--- config.mk ---
export PLATFORM = sky130hd
export DESIGN_NAME = uart_tx_fifo
export DESIGN_NICKNAME = d
export VERILOG_FILES = /design/src/rtl/uart_tx_fifo.sv
export SDC_FILE = /design/constraint.sdc
export NUM_CORES = 1
export LEC_CHECK = 0
export CORE_ASPECT_RATIO = 0.6
export CORE_MARGIN = 3
export CORE_UTILIZATION = 55
export CTS_CLUSTER_SIZE = 10
export DETAILED_ROUTE_END_ITERATION = 8
export HOLD_SLACK_MARGIN = 0.12
export PLACE_DENSITY = 0.74
export SLEW_MARGIN = 10
export SYNTH_ARGS = -nofsm -noshare
export SYNTH_HDL_FRONTEND = slang
export SYNTH_SLANG_ARGS = --single-unit
--- constraint.sdc ---
create_clock -name clk -period 3.6 [get_ports clk]
set_input_delay 0.9 -clock clk [delete_from_list [all_inputs] [get_ports clk]]
set_output_delay 0.9 -clock clk [all_outputs]
set_load 0.005 [all_outputs]
--- src/rtl/uart_tx_fifo.sv ---
// Transmit byte FIFO feeding uart_transceiver: buffers host writes and launches
// them one at a time through the tx_start/tx_busy/tx_done handshake.
module uart_tx_fifo #(
    parameter int DEPTH = 16,
    parameter int AW    = 4
) (
    input  logic          clk,
    input  logic          rstn,
    input  logic          wr_en,
    input  logic [7:0]    wr_data,
    input  logic          clr_ovf,
    output logic          full,
    output logic          empty,
    output logic [AW:0]   count,
    output logic          overflow,
    output logic          tx_start,
    output logic [7:0]    tx_data,
    input  logic          tx_busy,
    input  logic          tx_done
);

    typedef enum logic [1:0] {
        IDLE  = 2'd0,
        START = 2'd1,
        WAIT  = 2'd2
    } state_t;

    localparam logic [AW:0]   DEPTH_C = (AW+1)'(DEPTH);
    localparam logic [AW:0]   ONE_C   = (AW+1)'(1);
    localparam logic [AW-1:0] PTR_ONE = AW'(1);

    logic [7:0]    mem_r [DEPTH];
    logic [AW-1:0] wr_ptr_r;
    logic [AW-1:0] rd_ptr_r;
    logic [AW:0]   count_r;
    logic          full_r;
    logic          empty_r;
    logic          overflow_r;
    logic          tx_start_r;
    logic [7:0]    tx_data_r;
    state_t        state_r;

    state_t        state_nxt_s;
    logic          pop_s;
    logic          wr_acc_s;
    logic          drop_s;
    logic [AW:0]   count_nxt_s;
    logic          ovf_nxt_s;

    // Launch FSM next-state and pop decision
    always_comb begin
        state_nxt_s = state_r;
        pop_s       = 1'b0;
        case (state_r)
            IDLE: begin
                if (!empty_r && !tx_busy) begin
                    pop_s       = 1'b1;
                    state_nxt_s = START;
                end else begin
                    state_nxt_s = IDLE;
                end
            end
            START: state_nxt_s = WAIT;
            WAIT: begin
                if (tx_done) begin
                    state_nxt_s = IDLE;
                end else begin
                    state_nxt_s = WAIT;
                end
            end
            default: state_nxt_s = IDLE;
        endcase
    end

    // Write acceptance, occupancy and sticky overflow; a pop frees a slot at a full edge
    always_comb begin
        wr_acc_s    = wr_en && (!full_r || pop_s);
        drop_s      = wr_en && full_r && !pop_s;
        count_nxt_s = count_r;
        ovf_nxt_s   = overflow_r;
        case ({wr_acc_s, pop_s})
            2'b10:   count_nxt_s = count_r + ONE_C;
            2'b01:   count_nxt_s = count_r - ONE_C;
            default: count_nxt_s = count_r;
        endcase
        if (drop_s) begin
            ovf_nxt_s = 1'b1;
        end else if (clr_ovf) begin
            ovf_nxt_s = 1'b0;
        end else begin
            ovf_nxt_s = overflow_r;
        end
    end

    // Byte storage; contents need no reset
    always_ff @(posedge clk) begin
        if (wr_acc_s) begin
            mem_r[wr_ptr_r] <= wr_data;
        end
    end

    // Pointers, flags, FSM state and launch outputs
    always_ff @(posedge clk or negedge rstn) begin
        if (!rstn) begin
            wr_ptr_r   <= {AW{1'b0}};
            rd_ptr_r   <= {AW{1'b0}};
            count_r    <= {(AW+1){1'b0}};
            full_r     <= 1'b0;
            empty_r    <= 1'b1;
            overflow_r <= 1'b0;
            tx_start_r <= 1'b0;
            tx_data_r  <= 8'h00;
            state_r    <= IDLE;
        end else begin
            state_r    <= state_nxt_s;
            tx_start_r <= pop_s;
            if (pop_s) begin
                tx_data_r <= mem_r[rd_ptr_r];
                rd_ptr_r  <= rd_ptr_r + PTR_ONE;
            end
            if (wr_acc_s) begin
                wr_ptr_r <= wr_ptr_r + PTR_ONE;
            end
            count_r    <= count_nxt_s;
            full_r     <= (count_nxt_s == DEPTH_C);
            empty_r    <= (count_nxt_s == {(AW+1){1'b0}});
            overflow_r <= ovf_nxt_s;
        end
    end

    assign full     = full_r;
    assign empty    = empty_r;
    assign count    = count_r;
    assign overflow = overflow_r;
    assign tx_start = tx_start_r;
    assign tx_data  = tx_data_r;

endmodule
==> metrics.yaml, run 1 <==
clk_pin_slew_ps: 60
synth.distinct_cells: 48
drtPass1Iterations: 6
route.detailed.drc: 0
netlist_instances: 340
dieArea_mm2: 0.0128
clock-sinks: 155
syn_avg_cell_area_um2: 18.4
cts_hold_buf: 0
p_per_area_mw_per_mm2: 784
path_class: "in -> reg"
cts_tree: "built"
hold_slack_ps: 486
clock_skew_ps: 9.00
final-seq-area_mm2: 0.00452
finalSetupViolCount: 0
fin_area_mm2: 0.00744
core_mm2: 0.0108
vdd_ir_drop_max_v: 0.000421
globalplace.congestion: 0.805
post-route-period-util_pct: 92.2
postCtsSetupRepairBufs: 0
grt_use_total_pct: 21.1
clockRootBuffer: "clkbuf_16"
globalRouteMet3Util_pct: 5.08
holdCritPathClass: "reg -> reg"
die_w_um: 144
async_reset_ff_share_pct: 17.4
vias_per_cell: 6.02
synth.top_cells.by_count: "edfxtp_1, mux4_2, dfrtp_1"
synth-edff-count: 128
cap_viol_max_count: 0
internal_power_uw: 4070
vias: 3352
p_seq_share_pct: 43.8
final_util_pct: 68.6
start_util_pct: 57.8
hold_viol: 0
synth_top_flop_cell: "edfxtp_1"
clkLatencyLatePin_ps: 410
drt-total-wl_um: 12500
status: "finished clean"
synth_warnings: 0
cp_data_arrival_time_ps: 3640
synth_seq_area_share_pct: 72.1
wire_per_inst_um: 22.4
grt_pass1_wl_um: 19100
dpl_cell_area_mm2: 0.00693
ant_nets: 0
drive_gt1_share_pct: 25.6
syn_area_mm2: 0.00627
use_met1_pct: 32.2
antenna_found_initial: 0
power.share.switching_pct: 30.2
dp_hpwl_um: 8250
synth_nets: 362
fill_cells: 697
htree_levels: 4
gr-total-overflow: 0
fmax_ghz: 0.301
cts_resized: 0
use_met2_pct: 30.5
power.switching_uw: 1760
layout.nets: 427
io_pins: 31
crit_path_max_fanout: 2
die_h_um: 88.7
multi_input_area_mm2: 0.00162
maxSlewHeadroom_pct: 30.5
cts_buffers: 17
grt_pass1_vias: 3409
syn_to_final_growth_pct: 18.7
cts_max_path_buffers: 2
rsz0062_at_grt: "no"
synth_most_common_cell: "edfxtp_1"
clockPowerShare_pct: 26.4
slew_violations: 0
grt_max_degree: 26
rows: 29
synth-seq-cells: 155
yosysTopAreaCell: "edfxtp_1"
cp.required_ps: 3920
finalCriticalPeriod_ps: 3320
busiest_layer: "met1"
tightest_slew_ps: 1040
yosys.area.top_type_share_pct: 61.3
yosys-top-cells-area: "edfxtp_1, mux4_2, dfrtp_1"
drt_first_iter_violations: 314
comb_power_share_pct: 29.8
p_leak_uw: 0.00263
portBuffers: 30
cp-end-kind: "flip-flop"
n_antenna_cell: 0
cp-start-kind: "input port"
==> critical path: stages <==
cell and delay (ps):
clkdlybuf4s50_1 410, or4_4 430, nand2_2 80, and2_4 160
inv_6 30, ha_1 210, xor2_1 170, ha_1 200
a21oi_1 170, mux2i_1 240, xnor2_1 90, or2_2 320
nor3b_1 200
==> layout make-up <==
class	instances	share of cell area, %
flip-flops and latches	155	60.8
multi-input cells	156	21.8
repair buffers	64	7.64
clock buffers	23	6.16
well taps	139	2.34
clock inverters	9	0.690
inverters	11	0.622
==> final timing paths <==
kind | from | end | slack (ps) | cells after the start
worst max-delay path | tx_busy | full$_DFF_PN0_ | 280 | 13
worst min-delay path | rd_ptr_r[3]$_DFFE_PN0N_ | rd_ptr_r[3]$_DFFE_PN0N_ | 490 | 1
worst max register to register | state_r[1]$_DFF_PN0_ | full$_DFF_PN0_ | 700 | 12
worst min register to register | rd_ptr_r[3]$_DFFE_PN0N_ | rd_ptr_r[3]$_DFFE_PN0N_ | 490 | 1
max in group asynchronous | rstn | tx_data[5]$_DFFE_PN0N_ | 1820 | 2
min in group asynchronous | rstn | count[1]$_DFF_PN0_ | 1060 | 1
==> layer usage <==
| metal | part of all wire, % | up-vias |
|---|---|---|
| met2 | 45 | 116 |
| met5 | 0 | - |
| met3 | 5.7 | 12 |
| met1 | 48 | 1762 |
| met4 | 0.88 | 0 |
| li1 | - | 1462 |
==> power groups by stage <==
stage | clock network [uW] | logic (uW) | registers (uW)
2_1_floorplan | 0 | 1250 | 2400
3_3_place_gp | 0 | 1700 | 2570
3_5_place_dp | 0 | 1730 | 2580
4_1_cts | 1580 | 1750 | 2550
5_1_grt | 1660 | 1880 | 2590
6_report | 1540 | 1740 | 2550
==> metrics by stage <==
step           TNS, ps  power [uW]  instances  setup slack, ps
2_1_floorplan        0        3650        340              115
3_3_place_gp     -53.0        4270        525            -53.0
3_5_place_dp      -143        4320        525             -112
4_1_cts              0        5880        557              294
5_1_grt              0        6140        557              120
6_report             0        5830        557              280
==> state kept, by name (all words and copies together) (netlist names) <==
name      count
count         5
empty         1
full          1
mem_r       128
overflow      1
rd_ptr_r      4
state_r       2
tx_data       8
tx_start      1
wr_ptr_r      4
==> cells in the final DEF, fill, tap and decap left out, types with 4 or more instances in the layout <==
cell type	count
a21oi_1	9
and2_1	5
and3_1	4
buf_4	33
clkbuf_1	5
clkbuf_16	17
clkdlybuf4s50_1	30
clkinv_2	4
dfrtp_1	25
edfxtp_1	128
ha_1	8
inv_1	9
mux2i_1	17
mux4_2	31
nand2_1	9
nor2_1	14
nor4_2	4
o21ai_0	11
xnor2_1	10
==> kinds of logic after synthesis <==
family | synth area share (%)
buffers and inverters | 2.40
flip-flops | 72.1
AND/OR/NAND/NOR | 5.19
adder cells (fa/ha/maj) | 1.60
XOR/XNOR | 1.54
AO/OA/AOI/OAI | 2.74
multiplexers | 14.4
(Power assumes the default switching activity.)
==> run 2, diff against run 1 <==
--- a/config.mk
+++ b/config.mk
@@ -13,5 +13,6 @@
 export HOLD_SLACK_MARGIN = 0.12
 export PLACE_DENSITY = 0.74
-export SLEW_MARGIN = 10
+export REMOVE_ABC_BUFFERS = 1
+export SLEW_MARGIN = 5
 export SYNTH_ARGS = -nofsm -noshare
 export SYNTH_HDL_FRONTEND = slang
==> constraint.sdc (replaced) <==
create_clock -name clk -period 3.6 [get_ports clk]
set_input_delay 0.9 -clock clk [delete_from_list [all_inputs] [get_ports clk]]
set_output_delay 0.9 -clock clk [all_outputs]
set_load 0.01 [all_outputs]
==> metrics.yaml, run 2 (synthesis results as in run 1) <==
cts_buffers: 17  # unchanged
holdCritPathClass: "reg -> reg"
ant_nets: 0  # unchanged
cts_hold_buf: 0  # unchanged
drt-total-wl_um: 12600  # +0.78%
slew_violations: 0  # unchanged
finalNonFillerCells: 559  # +0.36%
drt_first_iter_violations: 196  # -38%
mostFrequentLayoutCell: "edfxtp_1"
fin_area_mm2: 0.00755  # +1.5%
maxSlewHeadroom_pct: 43.7  # +13 points
cap_viol_max_count: 0  # unchanged
cts_tree: "built"
largest_reg_flops: 128  # unchanged
layout.nets: 430  # +0.70%
syn_to_final_growth_pct: 20.5
antenna_found_initial: 0  # unchanged
crit_chain: "clkdlybuf4s50_1 > or4_4 > nand2_2 > and2_4 > inv_6 > ha_1 > xor2_1 > ha_1 > a21oi_1 > mux2i_1 > xnor2_1 > or2_2 > nor3b_1"
htree_levels: 4  # unchanged
largest-register: "mem_r"
post-route-period-util_pct: 92.3  # +0.11 points
vdd_ir_drop_max_v: 0.000403  # -4.2%
tns_ps: 0  # unchanged
io_pins: 31  # unchanged
finalCriticalPeriod_ps: 3320  # +4.06 ps
grt_max_degree: 28  # +7.7%
rsz0062_at_grt: "no"
clkLatencyLatePin_ps: 410  # about the same
p_leak_uw: 0.00268  # +2.1%
cpMostUsedCell: "ha_1"
crit_path_max_fanout: 2  # unchanged
clockRootBuffer: "clkbuf_16"
cp-start-kind: "input port"
fill_cells: 684  # -1.9%
clk_pin_slew_ps: 60  # about the same
vias: 3282  # -2.1%
start_util_pct: 57.8  # unchanged
clock-sinks: 155  # unchanged
clock_skew_ps: 5.82  # -3.17 ps
cp_data_arrival_time_ps: 3640  # about the same
critPathTopFamily: "simple AND/OR/NAND/NOR gates"
postCtsSetupRepairBufs: 0  # unchanged
grt_pass1_vias: 3410  # +0.029%
gr-total-overflow: 0  # unchanged
route.detailed.drc: 0  # unchanged
p_per_area_mw_per_mm2: 810  # +3.4%
cts_resized: 0  # unchanged
dieArea_mm2: 0.0128  # unchanged
dpl_cell_area_mm2: 0.00697  # +0.51%
die_h_um: 88.7  # unchanged
max_stage_delay_ps: 420  # about the same
n_antenna_cell: 0  # unchanged
cp.required_ps: 3910  # about the same
core_mm2: 0.0108  # unchanged
hold_slack_ps: 506  # +19.9 ps
vias_per_cell: 5.87  # -2.4%
drtPass1Iterations: 4  # -2
layout_common_cells: "edfxtp_1, buf_4, mux4_2"
status: "finished clean"
tightest_slew_ps: 842  # -198 ps
fmax_ghz: 0.301  # -0.12%
die_w_um: 144  # unchanged
hold_viol: 0  # unchanged
dp_hpwl_um: 8210  # -0.40%
rows: 29  # unchanged
worst-path-buf-inv: 2  # unchanged
dp.cells: 528  # +0.57%
grt_pass1_wl_um: 19700  # +3.1%
cts_max_path_buffers: 2  # unchanged
path_class: "in -> reg"
critPathSlowestCell: "or4_4"
portBuffers: 30  # unchanged
finalSetupViolCount: 0  # unchanged
wire_per_inst_um: 22.5  # +0.42%
globalplace.congestion: 0.834  # +3.6%
cp-end-kind: "flip-flop"
grt_use_total_pct: 22.0  # +0.84 points
drive_gt1_share_pct: 27.6  # +2.0 points
[run 2: cell types whose count changed in the layout (fill, tap and decap cells not counted), sizes merged]
cell / delta
inv: +6
clkinvlp: +1
buf: +3
bufinv: +2
clkinv: -4
clkbuf: -6
[run 2: report_power, final]
group | internal, uW | total (uW) | switching (uW)
clock network | 1030 | 1760 | 728
logic | 966 | 1840 | 873
registers | 2240 | 2520 | 277
[run 2: final timing paths]
path                                            to  slack [ps]              startpoint  depth (start not counted)
setup / recovery                    full$_DFF_PN0_         280                 tx_busy                         13
hold / removal              tx_data[3]$_DFFE_PN0N_         510  tx_data[3]$_DFFE_PN0N_                          2
setup reg to reg                    full$_DFF_PN0_         650    state_r[1]$_DFF_PN0_                         12
hold reg to reg             tx_data[3]$_DFFE_PN0N_         510  tx_data[3]$_DFFE_PN0N_                          2
max in group asynchronous   tx_data[7]$_DFFE_PN0N_        1930                    rstn                          2
min in group asynchronous  rd_ptr_r[2]$_DFFE_PN0N_         970                    rstn                          1
[run 2: area by class of cell]
cell class	count	area, um2	share of cell area, %
multi-input cells	156	1620	21.5
clock buffers	17	425	5.63
inverters	11	46.3	0.613
repair buffers	67	603	7.99
well taps	139	174	2.30
flip-flops and latches	155	4520	59.9
clock inverters	14	160	2.12
[run 2: worst min-delay path, cell delays in order (launching register included)]
cell and delay [ps]:
dfrtp_1 350, nand2_1 50, o211ai_1 70
[run 2: layer usage]
layer | vias up | global-route usage, % | wire length, um
li1 | 1468 | - | -
met3 | 20 | 5.29 | 585
met4 | 0 | 8.80 | 220
met2 | 92 | 31.7 | 5790
met1 | 1702 | 32.9 | 6010
met5 | - | 0 | 0
[run 2: stage by stage]
step	setup WS [ps]	power (uW)	util [%]
after floorplan	191	3610	-
after global placement	-46.7	4340	64.2
after detailed placement	-138	4390	64.2
after CTS	299	6160	69.6
after global routing	124	6410	69.6
final	276	6120	69.6
==> run 3, diff against run 2 <==
- CELL_PAD_IN_SITES_DETAIL_PLACEMENT: default -> 1
- CELL_PAD_IN_SITES_GLOBAL_PLACEMENT: default -> 2
- CORE_UTILIZATION: 55 -> 46
- PLACE_DENSITY: 0.74 -> default
- PLACE_DENSITY_LB_ADDON: default -> 0.1
==> metrics.yaml, run 3 (synthesis results as in run 1) <==
layout_setup_ws_ps: 218  # -58.1 ps
cts_buffers: 17  # unchanged
antenna_found_initial: 0  # unchanged
rows: 32  # +10%
start_util_pct: 47.9  # -9.9 points
grt_use_total_pct: 19.5  # -2.5 points
drtPass1Iterations: 4  # unchanged
syn_to_final_growth_pct: 20.9
critPathSlowestCell: "or4_4"
critPathTopFamily: "simple AND/OR/NAND/NOR gates"
postCtsSetupRepairBufs: 0  # unchanged
tns_ps: 0  # unchanged
largest-register: "mem_r"
reg2reg_slack_ps: 600  # -50 ps
dieArea_mm2: 0.0151  # +18%
cpMostUsedCell: "ha_1"
mostFrequentLayoutCell: "edfxtp_1"
cp-end-kind: "flip-flop"
cts_hold_buf: 0  # unchanged
endpoint: "full$_DFF_PN0_"
reg2regPathDepth: 12  # unchanged
holdCritPathClass: "reg -> reg"
wire_per_inst_um: 23.2  # +2.8%
r2r_start: "state_r[1]$_DFF_PN0_"
n_antenna_cell: 0  # unchanged
cp.required_ps: 3930  # +20 ps
drive_gt1_share_pct: 27.6  # unchanged
fmax_ghz: 0.296  # -1.7%
layout_common_cells: "edfxtp_1, buf_4, mux4_2"
dp_hpwl_um: 9130  # +11%
grt_pass1_vias: 3388  # -0.65%
largest_reg_flops: 128  # unchanged
clock_skew_ps: 9.72  # +3.90 ps
finalSetupViolCount: 0  # unchanged
hold_viol: 0  # unchanged
drt-total-wl_um: 13700  # +8.5%
cts_resized: 0  # unchanged
worst-path-stages: 13  # unchanged
timing.rr.end: "full$_DFF_PN0_"
slew_violations: 0  # unchanged
crit_chain: "clkdlybuf4s50_1 > or4_4 > nand2_2 > and2_4 > inv_6 > ha_1 > xor2_1 > ha_1 > a21oi_1 > mux2i_1 > xnor2_1 > or2_2 > nor3b_1"
clkLatencyLatePin_ps: 420  # about the same
clock-sinks: 155  # unchanged
grt_max_degree: 28  # unchanged
cts_tree: "built"
cap_viol_max_count: 0  # unchanged
portBuffers: 30  # unchanged
vdd_ir_drop_max_v: 0.000338  # -16%
max_stage_delay_ps: 420  # about the same
status: "finished clean"
cp_data_arrival_time_ps: 3720  # +80 ps
route.detailed.drc: 0  # unchanged
path_class: "in -> reg"
p_leak_uw: 0.00268  # -0.27%
layout.nets: 429  # -0.23%
p_per_area_mw_per_mm2: 810  # about the same
cts_max_path_buffers: 2  # unchanged
gr-total-overflow: 0  # unchanged
rsz0062_at_grt: "no"
tightest_slew_ps: 915  # +72.9 ps
clk_pin_slew_ps: 70  # about the same
worst-path-buf-inv: 2  # unchanged
clockRootBuffer: "clkbuf_16"
finalCriticalPeriod_ps: 3380  # +58.1 ps
cp-start-kind: "input port"
die_h_um: 96.4  # +8.7%
vias_per_cell: 5.53  # -5.8%
hold_slack_ps: 500  # -5.93 ps
core_mm2: 0.0131  # +21%
ant_nets: 0  # unchanged
maxSlewHeadroom_pct: 39.0  # -4.7 points
crit_start: "tx_busy"
drt_first_iter_violations: 243  # +24%
vias: 3262  # -0.61%
io_pins: 31  # unchanged
post-route-period-util_pct: 94.0  # +1.6 points
htree_levels: 4  # unchanged
crit_path_max_fanout: 2  # unchanged
globalplace.congestion: 0.751  # -10%
grt_pass1_wl_um: 21000  # +6.5%
dp_slack_ps: -212  # -73.6 ps
die_w_um: 157  # +9.0%
[run 3: cell count changes in the layout (fill, tap and decap cells not counted)]
| cell | previous run | this run |
|---|---|---|
| clkinvlp_4 | 3 | 1 |
| inv_6 | 6 | 5 |
| inv_8 | 1 | 6 |
| buf_4 | 35 | 34 |
| clkinv_4 | 2 | 3 |
| clkinv_2 | 1 | 0 |
| clkinv_8 | 0 | 1 |
| bufinv_16 | 2 | 0 |
[run 3: cell type report]
type | instances | area, um2
sequential | 155 | 4520
multi-input combinational | 156 | 1620
tap | 170 | 213
timing repair buffer | 66 | 596
clock buffer | 17 | 425
clock inverter | 15 | 153
fill | 1167 | 5520
inverter | 11 | 46.3
[run 3: metal layers]
metal,wire [um],global-route usage [%],vias to the layer above
met5,0,0,-
met4,72,4.59,0
met3,635,4.98,9
met2,5970,27.1,70
met1,6990,30.9,1715
li1,-,-,1468
[run 3: through the flow]
| step | util (%) | cells | total power (uW) | instance area (um2) |
|---|---|---|---|---|
| 3_5_place_dp | 53.4 | 558 | 4450 | 7000 |
| 2_1_floorplan | - | 322 | 3610 | 6160 |
| 6_report | 57.9 | 590 | 6140 | 7570 |
| 4_1_cts | 57.9 | 590 | 6210 | 7570 |
| 5_1_grt | 57.9 | 590 | 6480 | 7570 |
| 3_3_place_gp | 53.4 | 558 | 4400 | 7000 |
[run 3: worst min-delay path, stage by stage (launching register included)]
cell,delay (ps)
dfrtp_1,340
a21oi_1,60
o21ai_0,60
[run 3: worst min path at each step]
stage,start,endpoint,slack (ps),cells past startpoint
2_1_floorplan,rd_ptr_r[3]$_DFFE_PN0N_,rd_ptr_r[3]$_DFFE_PN0N_,460,1
3_3_place_gp,tx_data[5]$_DFFE_PN0N_,tx_data[5]$_DFFE_PN0N_,480,2
3_5_place_dp,tx_data[4]$_DFFE_PN0N_,tx_data[4]$_DFFE_PN0N_,490,2
4_1_cts,tx_data[4]$_DFFE_PN0N_,tx_data[4]$_DFFE_PN0N_,510,2
5_1_grt,tx_data[3]$_DFFE_PN0N_,tx_data[3]$_DFFE_PN0N_,540,2
6_report,tx_data[4]$_DFFE_PN0N_,tx_data[4]$_DFFE_PN0N_,500,2
[run 3: report_power, final]
group          leakage [uW]  total (uW)  internal (uW)  switching [uW]
Sequential          0.00148        2570           2240             329
Combinational      0.000907        1830            974             855
Clock              0.000283        1740            927             810
Total               0.00268        6140           4140            1990
